## src/rtl/ifu_idu_queue.sv

```systemverilog
// IF/ID decoupling queue: DEPTH-entry in-order FIFO between fetch and decode,
// with valid/ready on both sides, flush, jump squash and bubble-filled outputs.
module ifu_idu_queue #(
  parameter int                INST_W      = 32,
  parameter int                ADDR_W      = 32,
  parameter int                DEPTH       = 4,
  parameter logic [INST_W-1:0] BUBBLE_INST = '0
) (
  input  logic                       clk,
  input  logic                       rst_n,
  input  logic                       in_valid,
  output logic                       in_ready,
  input  logic [INST_W-1:0]          in_inst,
  input  logic [ADDR_W-1:0]          in_addr,
  output logic                       out_valid,
  input  logic                       out_ready,
  output logic [INST_W-1:0]          out_inst,
  output logic [ADDR_W-1:0]          out_addr,
  input  logic                       flush_i,
  input  logic                       jump_flag_i,
  output logic [$clog2(DEPTH):0]     count_o
);

  localparam int IW = $clog2(DEPTH);
  localparam int PW = IW + 1;

  logic [PW-1:0]     wr_ptr_q, wr_ptr_d;
  logic [PW-1:0]     rd_ptr_q, rd_ptr_d;
  logic [INST_W-1:0] inst_mem [DEPTH];
  logic [ADDR_W-1:0] addr_mem [DEPTH];
  logic              full, empty, push, pop;
  logic [IW-1:0]     wr_idx, rd_idx;

  // Extra pointer MSB distinguishes full from empty when the indices match.
  assign wr_idx = wr_ptr_q[IW-1:0];
  assign rd_idx = rd_ptr_q[IW-1:0];
  assign empty  = (wr_ptr_q == rd_ptr_q);
  assign full   = (wr_ptr_q[PW-1] != rd_ptr_q[PW-1]) && (wr_idx == rd_idx);

  assign in_ready  = !full;
  assign out_valid = !empty;
  assign count_o   = wr_ptr_q - rd_ptr_q;

  // A squashed beat still handshakes (in_ready high) but is never written.
  assign push = in_valid && !full && !flush_i && !jump_flag_i;
  assign pop  = !empty && out_ready && !flush_i;

  always_comb begin
    wr_ptr_d = wr_ptr_q + PW'(push);
    rd_ptr_d = rd_ptr_q + PW'(pop);
    if (flush_i) begin
      wr_ptr_d = wr_ptr_q;
      rd_ptr_d = wr_ptr_q;
    end
  end

  always_ff @(posedge clk or negedge rst_n) begin
    if (!rst_n) begin
      wr_ptr_q <= '0;
      rd_ptr_q <= '0;
    end else begin
      wr_ptr_q <= wr_ptr_d;
      rd_ptr_q <= rd_ptr_d;
    end
  end

  always_ff @(posedge clk) begin
    if (push) begin
      inst_mem[wr_idx] <= in_inst;
      addr_mem[wr_idx] <= in_addr;
    end
  end

  assign out_inst = out_valid ? inst_mem[rd_idx] : BUBBLE_INST;
  assign out_addr = out_valid ? addr_mem[rd_idx] : '0;

endmodule

```

## config.mk

```make
export PLATFORM = sky130hd
export DESIGN_NAME = ifu_idu_queue
export DESIGN_NICKNAME = d
export VERILOG_FILES = /design/src/rtl/ifu_idu_queue.sv
export SDC_FILE = /design/constraint.sdc
export NUM_CORES = 1
export LEC_CHECK = 0
export BUFFER_PORTS_ARGS = -buffer_cell sky130_fd_sc_hd__buf_2
export CAP_MARGIN = 20
export CELL_PAD_IN_SITES_DETAIL_PLACEMENT = 1
export CELL_PAD_IN_SITES_GLOBAL_PLACEMENT = 2
export CORE_ASPECT_RATIO = 1.75
export CORE_MARGIN = 2
export CORE_UTILIZATION = 40
export DETAILED_ROUTE_END_ITERATION = 10
export GPL_TIMING_DRIVEN = 0
export MAX_ROUTING_LAYER = met4
export PLACE_DENSITY_LB_ADDON = 0.1
export SYNTH_ARGS = -nofsm -noshare
export SYNTH_HDL_FRONTEND = slang
export SYNTH_SLANG_ARGS = --single-unit
```

## constraint.sdc

```tcl
create_clock -name clk -period 14.53 [get_ports clk]
set_input_delay 1.453 -clock clk [delete_from_list [all_inputs] [get_ports clk]]
set_output_delay 1.453 -clock clk [all_outputs]
set_load 0.005 [all_outputs]
```

==> key figures, run 1 <==
Clocking
  – Skew-Pair Late Insertion Delay: 0.53 ns
  – PostCTS Resize Cnt: 0
  – CTS sink cnt: 262
  – Max H-tree Level: 1
  – Root buf cell: clkbuf_16
  – CTS buffer count: 24
  – Reg clk slew, reported paths: 0.06 ns
  – Number of hold buffers added after CTS: 0
  – Max clock buf depth: 3
  – CTS tree: built
  – Post-CTS setup buffers: 0

Worst setup path
  – CP endpoint kind: primary output
  – Top Family by Delay on Critical Path: buffers and inverters
  – CP cell instances: buf_2, buf_2, inv_1, ha_1, and2_4, buf_6, clkbuf_1, a21boi_0, buf_2
  – Worst path slowest cell: clkbuf_1
  – Most used cell, CP: buf_2
  – Setup CP Type: flop to primary output
  – R2R depth: 12
  – WP buf/inv: 6
  – CP max FO: 10
  – Startpoint type of the worst setup path: flop
  – CP Depth: 9
  – CP required: 13.08 ns
  – Crit path DAT: 3.27 ns
  – Slowest stage delay, CP: 0.55 ns

Global routing
  – Vias in the first global route: 6010
  – Gr ovfl total: 0
  – Antenna violations before repair: 2
  – Overall Global Routing Usage: 18.53%
  – Largest net degree at the start of global routing: 16
  – First-pass GRT wire length: 36.94 mm

Routing
  – Drt total wl: 23.83 mm
  – Post-route ant nets: 0
  – TritonRoute pass-1 iters: 4
  – Avg Vias per Cell: 5.201
  – # DRC: 0
  – Iteration-0 DRC Markers: 285
  – WL/cell: 23.59 um
  – DR vias: 5253

Synthesis
  – Synthesized instance count: 463
  – Mean post-synth cell area: 22.30 um2
  – Seq cells post-synth: 262
  – Synth top area cells: edfxtp_1 74%, mux4_2 13%, a21boi_0 2.5%, a21boi_1 2.2%, dfrtp_1 1.5%
  – Synth Cell Area: 0.01032 mm2
  – Synth Area in XOR/XNOR: 0.4241%
  – Area leader, netlist: edfxtp_1
  – Yosys cell types: 27
  – Sequential share of the synthesized area: 75.91%
  – Synth warn: 0
  – Post-synthesis compound-gate area fraction: 5.381%
  – Mapped Nets: 540
  – Largest family of logic cells by synthesized area: multiplexers
  – Mux cell area share after synthesis: 14.11%
  – Synth Area in Simple Gates: 0.5453%
  – Post-synth top area share: 74.45%
  – Post-Synth Adder-Cell Area: 0.9210%

Flow run
  – Max-cap violations: 0

Layout
  – Number of nets in the layout: 752
  – Final Core Density: 49.74%
  – Most common cell after layout, fill and taps aside: edfxtp_1
  – Ratio of cells with drive above 1 in the final layout: 44.36%
  – Synth-to-Final Area Change: 22.07%
  – Most frequent cells in the layout: 256 x edfxtp_1, 163 x buf_2, 60 x mux4_2

Timing
  – Max transition margin: 53.56%
  – Minimum clock period: 4.720 ns
  – Final setup viols: 0
  – RSZ-0062 raised after global routing: no
  – Pins Over Slew Limit: 0
  – Pin slew with the least headroom to its limit: 0.6952 ns
  – Max frequency: 0.2118 GHz
  – Setup WS post-layout: 9.810 ns
  – Final Cycle Share: 32.49%
  – Clock Skews: 0.01484 ns
  – Hold Vio Cnt, Final: 0

Place
  – Pre-CTS WS: 10.29 ns
  – Port Buffers: 138
  – Routability Congestion: 0.7219
  – Dpl hpwl: 17.51 mm

Die
  – I/O Pins: 139
  – Die extent in y: 216.5 um
  – Die ar.: 0.02716 mm2
  – Die Wd: 125.5 um
  – Row Count: 77
  – Starting Density: 40.75%
  – Core Area: 0.02534 mm2

Hold path
  – Hold path depth: 1
  – HP Class: flop to flop

Outcome
  – Outcome: completed

Power and ir drop
  – Peak supply drop: 0.0001232 V
  – Total leakage power: 4.456 nW
  – Tot Pwr: 2.546 mW
  – Power Density: 202.0 mW/mm2
-- area by class of cell --
type / instances / area [um2]
multi-input cells: 161 / 2232
fillers: 2363 / 12730
plain buffers: 30 / 242.7
inverters: 10 / 37.54
well taps: 316 / 395.4
diodes: 2 / 5.005
repair buffers: 186 / 1025
clock inverters: 16 / 216.5
clock buffers: 27 / 611.8
flip-flops and latches: 262 / 7838
-- synth_stat cells --
cell type,count
a21boi_1,30
nand3b_1,1
ha_1,6
buf_6,2
xnor2_1,4
clkbuf_2,1
edfxtp_1,256
clkbuf_1,9
nand2_1,5
a2111oi_1,1
inv_1,10
a21oi_1,1
buf_2,10
or3b_1,1
buf_1,1
mux4_2,60
buf_12,6
fa_1,1
dfrtp_1,6
a21boi_0,34
xor2_1,1
buf_4,1
nand2b_1,2
a2111oi_0,4
o21ai_0,5
and2_4,1
mux4_1,4
-- stage by stage --
| step | area [um2] | setup TNS (ns) | hold slack (ns) | cells |
|---|---|---|---|---|
| 2_1_floorplan | 10320 | 0 | 0.5195 | 463 |
| 3_3_place_gp | 11410 | -2015.08 | 0.5523 | 917 |
| 3_5_place_dp | 11770 | 0 | 0.5600 | 965 |
| 4_1_cts | 12600 | 0 | 0.5824 | 1008 |
| 5_1_grt | 12600 | 0 | 0.6046 | 1010 |
| 6_report | 12600 | 0 | 0.5766 | 1010 |
-- per-layer routing --
metal	wire (um)	GRT usage [%]	share of wire, %
met5	0	-	0
met2	12930	32.34	54
met4	376	4.667	1.6
met1	9468	22.40	40
met3	1059	3.184	4.4
-- final timing paths --
path                             startpoint               to  slack, ns
worst max-delay path            rd_ptr_q[1]     out_addr[23]       9.81
worst min-delay path            wr_ptr_q[2]      wr_ptr_q[2]       0.58
worst max register to register  rd_ptr_q[1]  inst_mem[2][20]      10.88
worst min register to register  wr_ptr_q[2]      wr_ptr_q[2]       0.58
max in group asynchronous             rst_n      wr_ptr_q[0]      13.63
min in group asynchronous             rst_n      rd_ptr_q[0]       0.75
-- sequential cells by signal (all words and copies together) (netlist names) --
signal	flops
wr_ptr_q	3
addr_mem	128
inst_mem	128
rd_ptr_q	3
-- report_power, final --
part           switching [mW]  leakage [nW]  internal [mW]
Clock                   0.271         0.399          0.393
Combinational           0.534          1.67          0.448
Sequential             0.0202          2.39          0.880
Total                   0.825          4.46           1.72
-- cell families after synthesis --
kind of cell	after synthesis
AND/OR/NAND/NOR	10
buffers and inverters	40
AO/OA/AOI/OAI	75
flip-flops	262
multiplexers	64
XOR/XNOR	5
adder cells (fa/ha/maj)	7
-- worst register-to-register path, cell delays in order, from the launching register on --
cell and delay, ns:
dfrtp_1 0.42, buf_2 0.30, buf_2 0.33, inv_1 0.08, ha_1 0.27, and2_4 0.14, buf_6 0.15, clkbuf_2 0.21
a2111oi_2 0.57, buf_4 0.25, buf_4 0.18, buf_4 0.19, buf_2 0.26
No activity file was read; power rests on OpenSTA's default activity.
==> inputs of run 2 (changes only) <==
Settings changed: ABC_AREA set to 1, CORE_UTILIZATION 40 to 38.
Clock period 14.53 ns to 4.9 ns, I/O delays scaled along.
==> key figures, run 2 <==
Layout
  – Ratio of cells with drive above 1 in the final layout: 18.43% (was 44.36%)
  – Number of nets in the layout: 1323 (was 752)
  – Design area: 0.01351 mm2 (was 0.01260 mm2)
  – Most common cell after layout, fill and taps aside: nand2_1 (was edfxtp_1)
  – Fill cells: 3318 (was 2363)
  – Largest regs: addr_mem x128, inst_mem x128 (unchanged)
  – Synth-to-Final Area Change: 19.72% (was 22.07%)
  – Final Core Density: 46.15% (was 49.74%)
  – Final non-filler cell total: 1652 (was 1010)
  – Most frequent cells in the layout: 279 x nand2_1, 268 x inv_1, 256 x edfxtp_1 (was 256 x edfxtp_1, 163 x buf_2, 60 x mux4_2)

Synthesis
  – Synth warn: 0 (unchanged)
  – Seq cells post-synth: 262 (unchanged)
  – Synthesized instance count: 1070 (was 463)
  – Synth top area cells: edfxtp_1 68%, nand2_1 9.3%, inv_1 8.9%, nand3_1 5.7%, a21oi_1 2.9% (was edfxtp_1 74%, mux4_2 13%, a21boi_0 2.5%, a21boi_1 2.2%, dfrtp_1 1.5%)
  – Yosys cell types: 18 (was 27)
  – Post-synth top flop: edfxtp_1 (unchanged)
  – Top-count cell post-synth: nand2_1 (was edfxtp_1)
  – Mean post-synth cell area: 10.55 um2 (was 22.30 um2)
  – Post-synth top area share: 68.10% (was 74.45%)
  – Synth Cell Area: 0.01129 mm2 (was 0.01032 mm2)
  – Area leader, netlist: edfxtp_1 (unchanged)
  – Ys async rst share: 2.290% (unchanged)
  – Sequential share of the synthesized area: 69.43% (was 75.91%)
  – Synth top cells by count: 279 x nand2_1, 268 x inv_1, 256 x edfxtp_1 (was 256 x edfxtp_1, 60 x mux4_2, 34 x a21boi_0)
  – Mapped Nets: 1147 (was 540)
  – Post-synth EDFFs: 256 (unchanged)

Worst setup path
  – CP endpoint kind: flop (was primary output)
  – Worst path slowest cell: nor2_4 (was clkbuf_1)
  – R2R depth: 10 (was 12)
  – Setup CP Type: flop to flop (was flop to primary output)
  – CP required: 5.14 ns (was 13.08 ns)
  – Top Family by Delay on Critical Path: simple AND/OR/NAND/NOR gates (was buffers and inverters)
  – Reg-to-Reg Start: rd_ptr_q[1] (unchanged)
  – Reg2reg end: addr_mem[2][8] (was inst_mem[2][20])
  – WP buf/inv: 5 (was 6)
  – Crit path DAT: 3.66 ns (was 3.27 ns)
  – Slowest stage delay, CP: 0.71 ns (was 0.55 ns)
  – Startpoint type of the worst setup path: flop (unchanged)
  – CP max FO: 23 (was 10)
  – CP cell instances: inv_1, clkbuf_1, ha_1, nand2_1, inv_1, nand2_1, nand2_1, nor2_4, buf_12, buf_12 (was buf_2, buf_2, inv_1, ha_1, and2_4, buf_6, clkbuf_1, a21boi_0, buf_2)
  – Most used cell, CP: nand2_1 (was buf_2)
  – Reg2reg setup slack: 1.48 ns (was 10.88 ns)

Routing
  – DR vias: 7680 (was 5253)
  – Avg Vias per Cell: 4.649 (was 5.201)
  – Post-route ant nets: 0 (unchanged)
  – # DRC: 0 (unchanged)
  – WL/cell: 17.70 um (was 23.59 um)
  – Drt total wl: 29.24 mm (was 23.83 mm)
  – Iteration-0 DRC Markers: 296 (was 285)
  – TritonRoute pass-1 iters: 6 (was 4)

Timing
  – Hold Vio Cnt, Final: 0 (unchanged)
  – Pins Over Slew Limit: 0 (unchanged)
  – Minimum clock period: 3.423 ns
  – Final Cycle Share: 69.86%
  – Clock Skews: 0.01011 ns (was 0.01484 ns)
  – Pin slew with the least headroom to its limit: 0.8826 ns (was 0.6952 ns)
  – RSZ-0062 raised after global routing: no (unchanged)
  – Max transition margin: 41.02% (was 53.56%)
  – Final setup viols: 0 (unchanged)
  – Max frequency: 0.2921 GHz

Power and ir drop
  – Peak supply drop: 0.0003315 V (was 0.0001232 V)
  – Comb pwr share: 39.6% (was 38.6%)
  – Power Density: 562.4 mW/mm2 (was 202.0 mW/mm2)
  – Tot Pwr: 7.600 mW (was 2.546 mW)
  – Internal portion of total power: 4.802 mW (was 1.721 mW)
  – P_sw: 2.798 mW (was 0.8250 mW)
  – Switch share: 36.81% (was 32.41%)
  – Clock network power share: 25.6% (was 26.1%)
  – Sequential power share: 34.7% (was 35.4%)
  – Total leakage power: 6.123 nW (was 4.456 nW)

Clocking
  – Reg clk slew, reported paths: 0.06 ns (about the same)
  – Skew-Pair Late Insertion Delay: 0.53 ns (about the same)
  – CTS buffer count: 26 (was 24)
  – CTS sink cnt: 262 (unchanged)
  – Root buf cell: clkbuf_16 (unchanged)
  – Max H-tree Level: 1 (unchanged)
  – CTS tree: built (unchanged)
  – Max clock buf depth: 3 (unchanged)
  – PostCTS Resize Cnt: 0 (unchanged)
  – Post-CTS setup buffers: 0 (unchanged)

Die
  – Die extent in y: 232 um (was 216.5 um)
  – Die ar.: 0.03115 mm2 (was 0.02716 mm2)
  – Core Area: 0.02929 mm2 (was 0.02534 mm2)
  – Starting Density: 38.55% (was 40.75%)
  – Row Count: 83 (was 77)
  – Die Wd: 134.3 um (was 125.5 um)
  – I/O Pins: 139 (unchanged)

Hold path
  – Hold Crit Start: in_addr[21] (was wr_ptr_q[2])
  – Hold path depth: 1 (unchanged)
  – Hold endpoint: addr_mem[1][21] (was wr_ptr_q[2])
  – HP Class: primary input to flop (was flop to flop)

Global routing
  – Antenna violations before repair: 6 (was 2)
  – Vias in the first global route: 8194 (was 6010)
  – Overall Global Routing Usage: 19.77% (was 18.53%)
  – Gr ovfl total: 0 (unchanged)
  – First-pass GRT wire length: 45.37 mm (was 36.94 mm)
  – Largest net degree at the start of global routing: 26 (was 16)

Place
  – Dpl hpwl: 19.44 mm (was 17.51 mm)
  – Routability Congestion: 0.7000 (was 0.7219)
  – Post-Place Cell Area: 0.01267 mm2 (was 0.01177 mm2)
  – Port Buffers: 138 (unchanged)
  – Placed cells: 1599 (was 965)

Outcome
  – Outcome: completed (unchanged)

Flow run
  – Max-cap violations: 0 (unchanged)
==> run 2: cell count changes in the layout (fill, tap and decap cells not counted), moves of 34 or more <==
| cell | delta |
|---|---|
| a21oi_1 | +64 |
| inv_1 | +258 |
| nand2_1 | +274 |
| nand3_1 | +128 |
| a21boi_0 | -34 |
| mux4_2 | -60 |
==> run 2: cell type report <==
cell class	instances	area, um2	area share, %
diodes	6	15.01	0.1111
plain buffers	49	274.0	2.028
clock buffers	34	701.9	5.194
clock inverters	12	112.6	0.8333
inverters	268	1006	7.444
multi-input cells	491	2201	16.29
flip-flops and latches	262	7838	57.99
well taps	382	478.0	3.537
repair buffers	148	888.4	6.573
==> run 2: kinds of logic (layout without fill, tap and decap cells) <==
logic type	Yosys count	in the layout	share of synthesized area (%)
buffers and inverters	317	511	11.34
adder cells (fa/ha/maj)	7	7	0.8424
AND/OR/NAND/NOR	415	415	15.26
AO/OA/AOI/OAI	67	67	2.971
XOR/XNOR	2	2	0.1552
flip-flops	262	262	69.43
other	0	6	0
==> run 2: worst max path at each step <==
stage / cells past startpoint / startpoint / slack [ns] / endpoint
detailed placement: 10 / rd_ptr_q[1] / 1.34 / addr_mem[2][17]
floorplan: 8 / rd_ptr_q[1] / 0.39 / addr_mem[0][0]
finish: 10 / rd_ptr_q[1] / 1.48 / addr_mem[2][8]
CTS: 10 / rd_ptr_q[1] / 1.35 / addr_mem[2][14]
global placement: 8 / rd_ptr_q[1] / -2.82 / addr_mem[1][1]
global route: 10 / rd_ptr_q[1] / 1.18 / addr_mem[2][8]
==> run 2: metal layers <==
metal,GRT usage (%),part of all wire [%],wire length [um]
met5,-,0,0
met4,5.329,1.6,465
met3,2.401,3.4,1005
met2,37.21,56,16320
met1,21.78,39,11450
==> run 2: timing repair <==
item | 4_1_cts | 5_1_grt
hold buffers | 1 | 0
endpoints found under the setup margin | 0 | 0
hold endpoints to repair | 6 | 0
==> run 2: stage by stage <==
stage	TNS, ns	hold WS (ns)	setup slack (ns)
finish	0	0.1628	1.477
global route	0	0.1533	1.179
CTS	0	0.1368	1.347
detailed placement	0	0.3313	1.340
global placement	-713.30	0.3301	-2.823
floorplan	0	0.1944	0.3917
==> run 2: power by group through the flow <==
stage	sequential (mW)	combinational (mW)	clock, mW
finish	2.64	3.01	1.95
global route	2.65	3.38	2.07
CTS	2.64	3.12	2.01
detailed placement	2.69	3.10	0
global placement	2.71	3.05	0
floorplan	2.68	1.64	0
==> inputs of run 3 (changes only) <==
Clock period 4.9 ns to 3.5 ns, I/O delays scaled along.
==> key figures, run 3 (synthesis results as in run 2) <==
Routing
  – TritonRoute pass-1 iters: 4 (was 6)
  – DR vias: 7739 (was 7680)
  – Iteration-0 DRC Markers: 283 (was 296)
  – Avg Vias per Cell: 4.670 (was 4.649)
  – Post-route ant nets: 0 (unchanged)
  – WL/cell: 17.68 um (was 17.70 um)
  – # DRC: 0 (unchanged)
  – Drt total wl: 29.29 mm (was 29.24 mm)

Place
  – Dpl hpwl: 19.44 mm (unchanged)
  – Pre-CTS WS: -0.06004 ns (was 1.340 ns)
  – Port Buffers: 138 (unchanged)
  – Routability Congestion: 0.7000 (unchanged)

Timing
  – Pins Over Slew Limit: 0 (unchanged)
  – RSZ-0062 raised after global routing: no (unchanged)
  – Hold Vio Cnt, Final: 0 (unchanged)
  – Max transition margin: 41.75% (was 41.02%)
  – Final Cycle Share: 90.54% (was 69.86%)
  – Final setup viols: 0 (unchanged)
  – Pin slew with the least headroom to its limit: 0.8717 ns (was 0.8826 ns)
  – Minimum clock period: 3.169 ns (was 3.423 ns)
  – Clock Skews: 0.009805 ns (was 0.01011 ns)
  – Max frequency: 0.3156 GHz (was 0.2921 GHz)
  – Setup WS post-layout: 0.3312 ns (was 1.477 ns)

Clocking
  – Post-CTS setup buffers: 0 (unchanged)
  – CTS sink cnt: 262 (unchanged)
  – Skew-Pair Late Insertion Delay: 0.53 ns (about the same)
  – Reg clk slew, reported paths: 0.06 ns (about the same)
  – Root buf cell: clkbuf_16 (unchanged)
  – Max clock buf depth: 3 (unchanged)
  – CTS buffer count: 26 (unchanged)
  – Max H-tree Level: 1 (unchanged)
  – CTS tree: built (unchanged)

Global routing
  – Vias in the first global route: 8209 (was 8194)
  – Overall Global Routing Usage: 19.80% (was 19.77%)
  – First-pass GRT wire length: 45.43 mm (was 45.37 mm)
  – Largest net degree at the start of global routing: 26 (unchanged)
  – Antenna violations before repair: 6 (unchanged)
  – Gr ovfl total: 0 (unchanged)

Worst setup path
  – CP endpoint kind: flop (unchanged)
  – Crit path DAT: 3.41 ns (was 3.66 ns)
  – Reg2reg setup slack: 0.33 ns (was 1.48 ns)
  – Setup CP Type: flop to flop (unchanged)
  – CP Launch Point: rd_ptr_q[1] (unchanged)
  – CP max FO: 23 (unchanged)
  – Reg-to-Reg Start: rd_ptr_q[1] (unchanged)
  – R2R depth: 10 (unchanged)
  – Reg2reg end: addr_mem[2][8] (unchanged)
  – CP required: 3.74 ns (was 5.14 ns)
  – Startpoint type of the worst setup path: flop (unchanged)

Power and ir drop
  – Power Density: 784.3 mW/mm2 (was 562.4 mW/mm2)
  – Total leakage power: 6.146 nW (was 6.123 nW)
  – Tot Pwr: 10.64 mW (was 7.600 mW)
  – Peak supply drop: 0.0004641 V (was 0.0003315 V)

Hold path
  – Hold path depth: 1 (unchanged)
  – Hold endpoint: addr_mem[2][17] (was addr_mem[1][21])
  – HP Class: primary input to flop (unchanged)
  – Hold Crit Start: in_addr[17] (was in_addr[21])

Layout
  – Synth-to-Final Area Change: 20.17% (was 19.72%)
  – Largest regs: addr_mem x128, inst_mem x128 (unchanged)
  – Ratio of cells with drive above 1 in the final layout: 18.44% (was 18.43%)
  – Fill cells: 3314 (was 3318)
  – Most common cell after layout, fill and taps aside: nand2_1 (unchanged)
  – Most frequent cells in the layout: 279 x nand2_1, 268 x inv_1, 256 x edfxtp_1 (unchanged)
  – Number of nets in the layout: 1328 (was 1323)

Die
  – Starting Density: 38.55% (unchanged)
  – Die Wd: 134.3 um (unchanged)
  – Die extent in y: 232 um (unchanged)
  – I/O Pins: 139 (unchanged)
  – Die ar.: 0.03115 mm2 (unchanged)
  – Core Area: 0.02929 mm2 (unchanged)
  – Row Count: 83 (unchanged)

Outcome
  – Outcome: completed (unchanged)

Flow run
  – Max-cap violations: 0 (unchanged)
==> run 3: repair_timing <==
item,in CTS,in global routing
gates resized for setup,1,0
hold buffers,6,0
endpoints found under the hold margin,21,0
setup endpoints to repair,44,0
==> run 3: per-stage QoR <==
stage / area, um2 / cells / utilization, % / TNS [ns] / hold slack, ns
after floorplan: 11290 / 1070 / - / -258.12 / 0.05441
after global routing: 13570 / 1657 / 46.32 / 0 / 0.01536
after detailed placement: 12670 / 1599 / 43.28 / -2.145 / 0.1913
final: 13570 / 1657 / 46.32 / 0 / 0.02632
after global placement: 12460 / 1590 / 42.54 / -1071.70 / 0.1901
after CTS: 13550 / 1651 / 46.27 / 0 / 0.0007511
==> run 3: final cells by class <==
cell class	count	area, um2	area share (%)
Antenna cell	6	15.01	0.1107
Buffer	49	275.3	2.029
Clock buffer	34	701.9	5.174
Clock inverter	12	112.6	0.8301
Inverter	268	1006	7.416
Multi-Input combinational cell	491	2201	16.22
Sequential cell	262	7838	57.78
Tap cell	382	478.0	3.523
Timing Repair Buffer	153	938.4	6.918
==> run 3: worst max-delay path: stages, from the launching register on <==
cell      delay [ns]
dfrtp_1         0.45
inv_1           0.10
clkbuf_2        0.28
ha_1            0.29
nand2_1         0.12
inv_1           0.05
nand2_1         0.07
nand2_1         0.25
nor2_4          0.70
buf_12          0.29
buf_12          0.22
==> run 3: worst max-delay path by stage <==
stage / to / slack [ns] / cells past startpoint
after floorplan: addr_mem[0][0] / -1.01 / 8
after detailed placement: addr_mem[2][17] / -0.06 / 10
after global placement: addr_mem[1][1] / -4.22 / 8
after global routing: addr_mem[2][8] / 0.07 / 10
after CTS: addr_mem[2][14] / 0.23 / 10
final: addr_mem[2][8] / 0.33 / 10
==> run 3: power by group <==
part / internal [mW] / switching, mW / leakage, nW
Sequential: 3.63 / 0.0714 / 2.39
Combinational: 1.55 / 2.67 / 3.36
Clock: 1.56 / 1.17 / 0.400
Total: 6.73 / 3.91 / 6.15
==> run 3: routing by layer <==
layer / global-route usage, % / wire (um)
met1: 21.77 / 11440
met2: 37.32 / 16370
met3: 2.401 / 1022
met4: 5.329 / 460
met5: - / 0
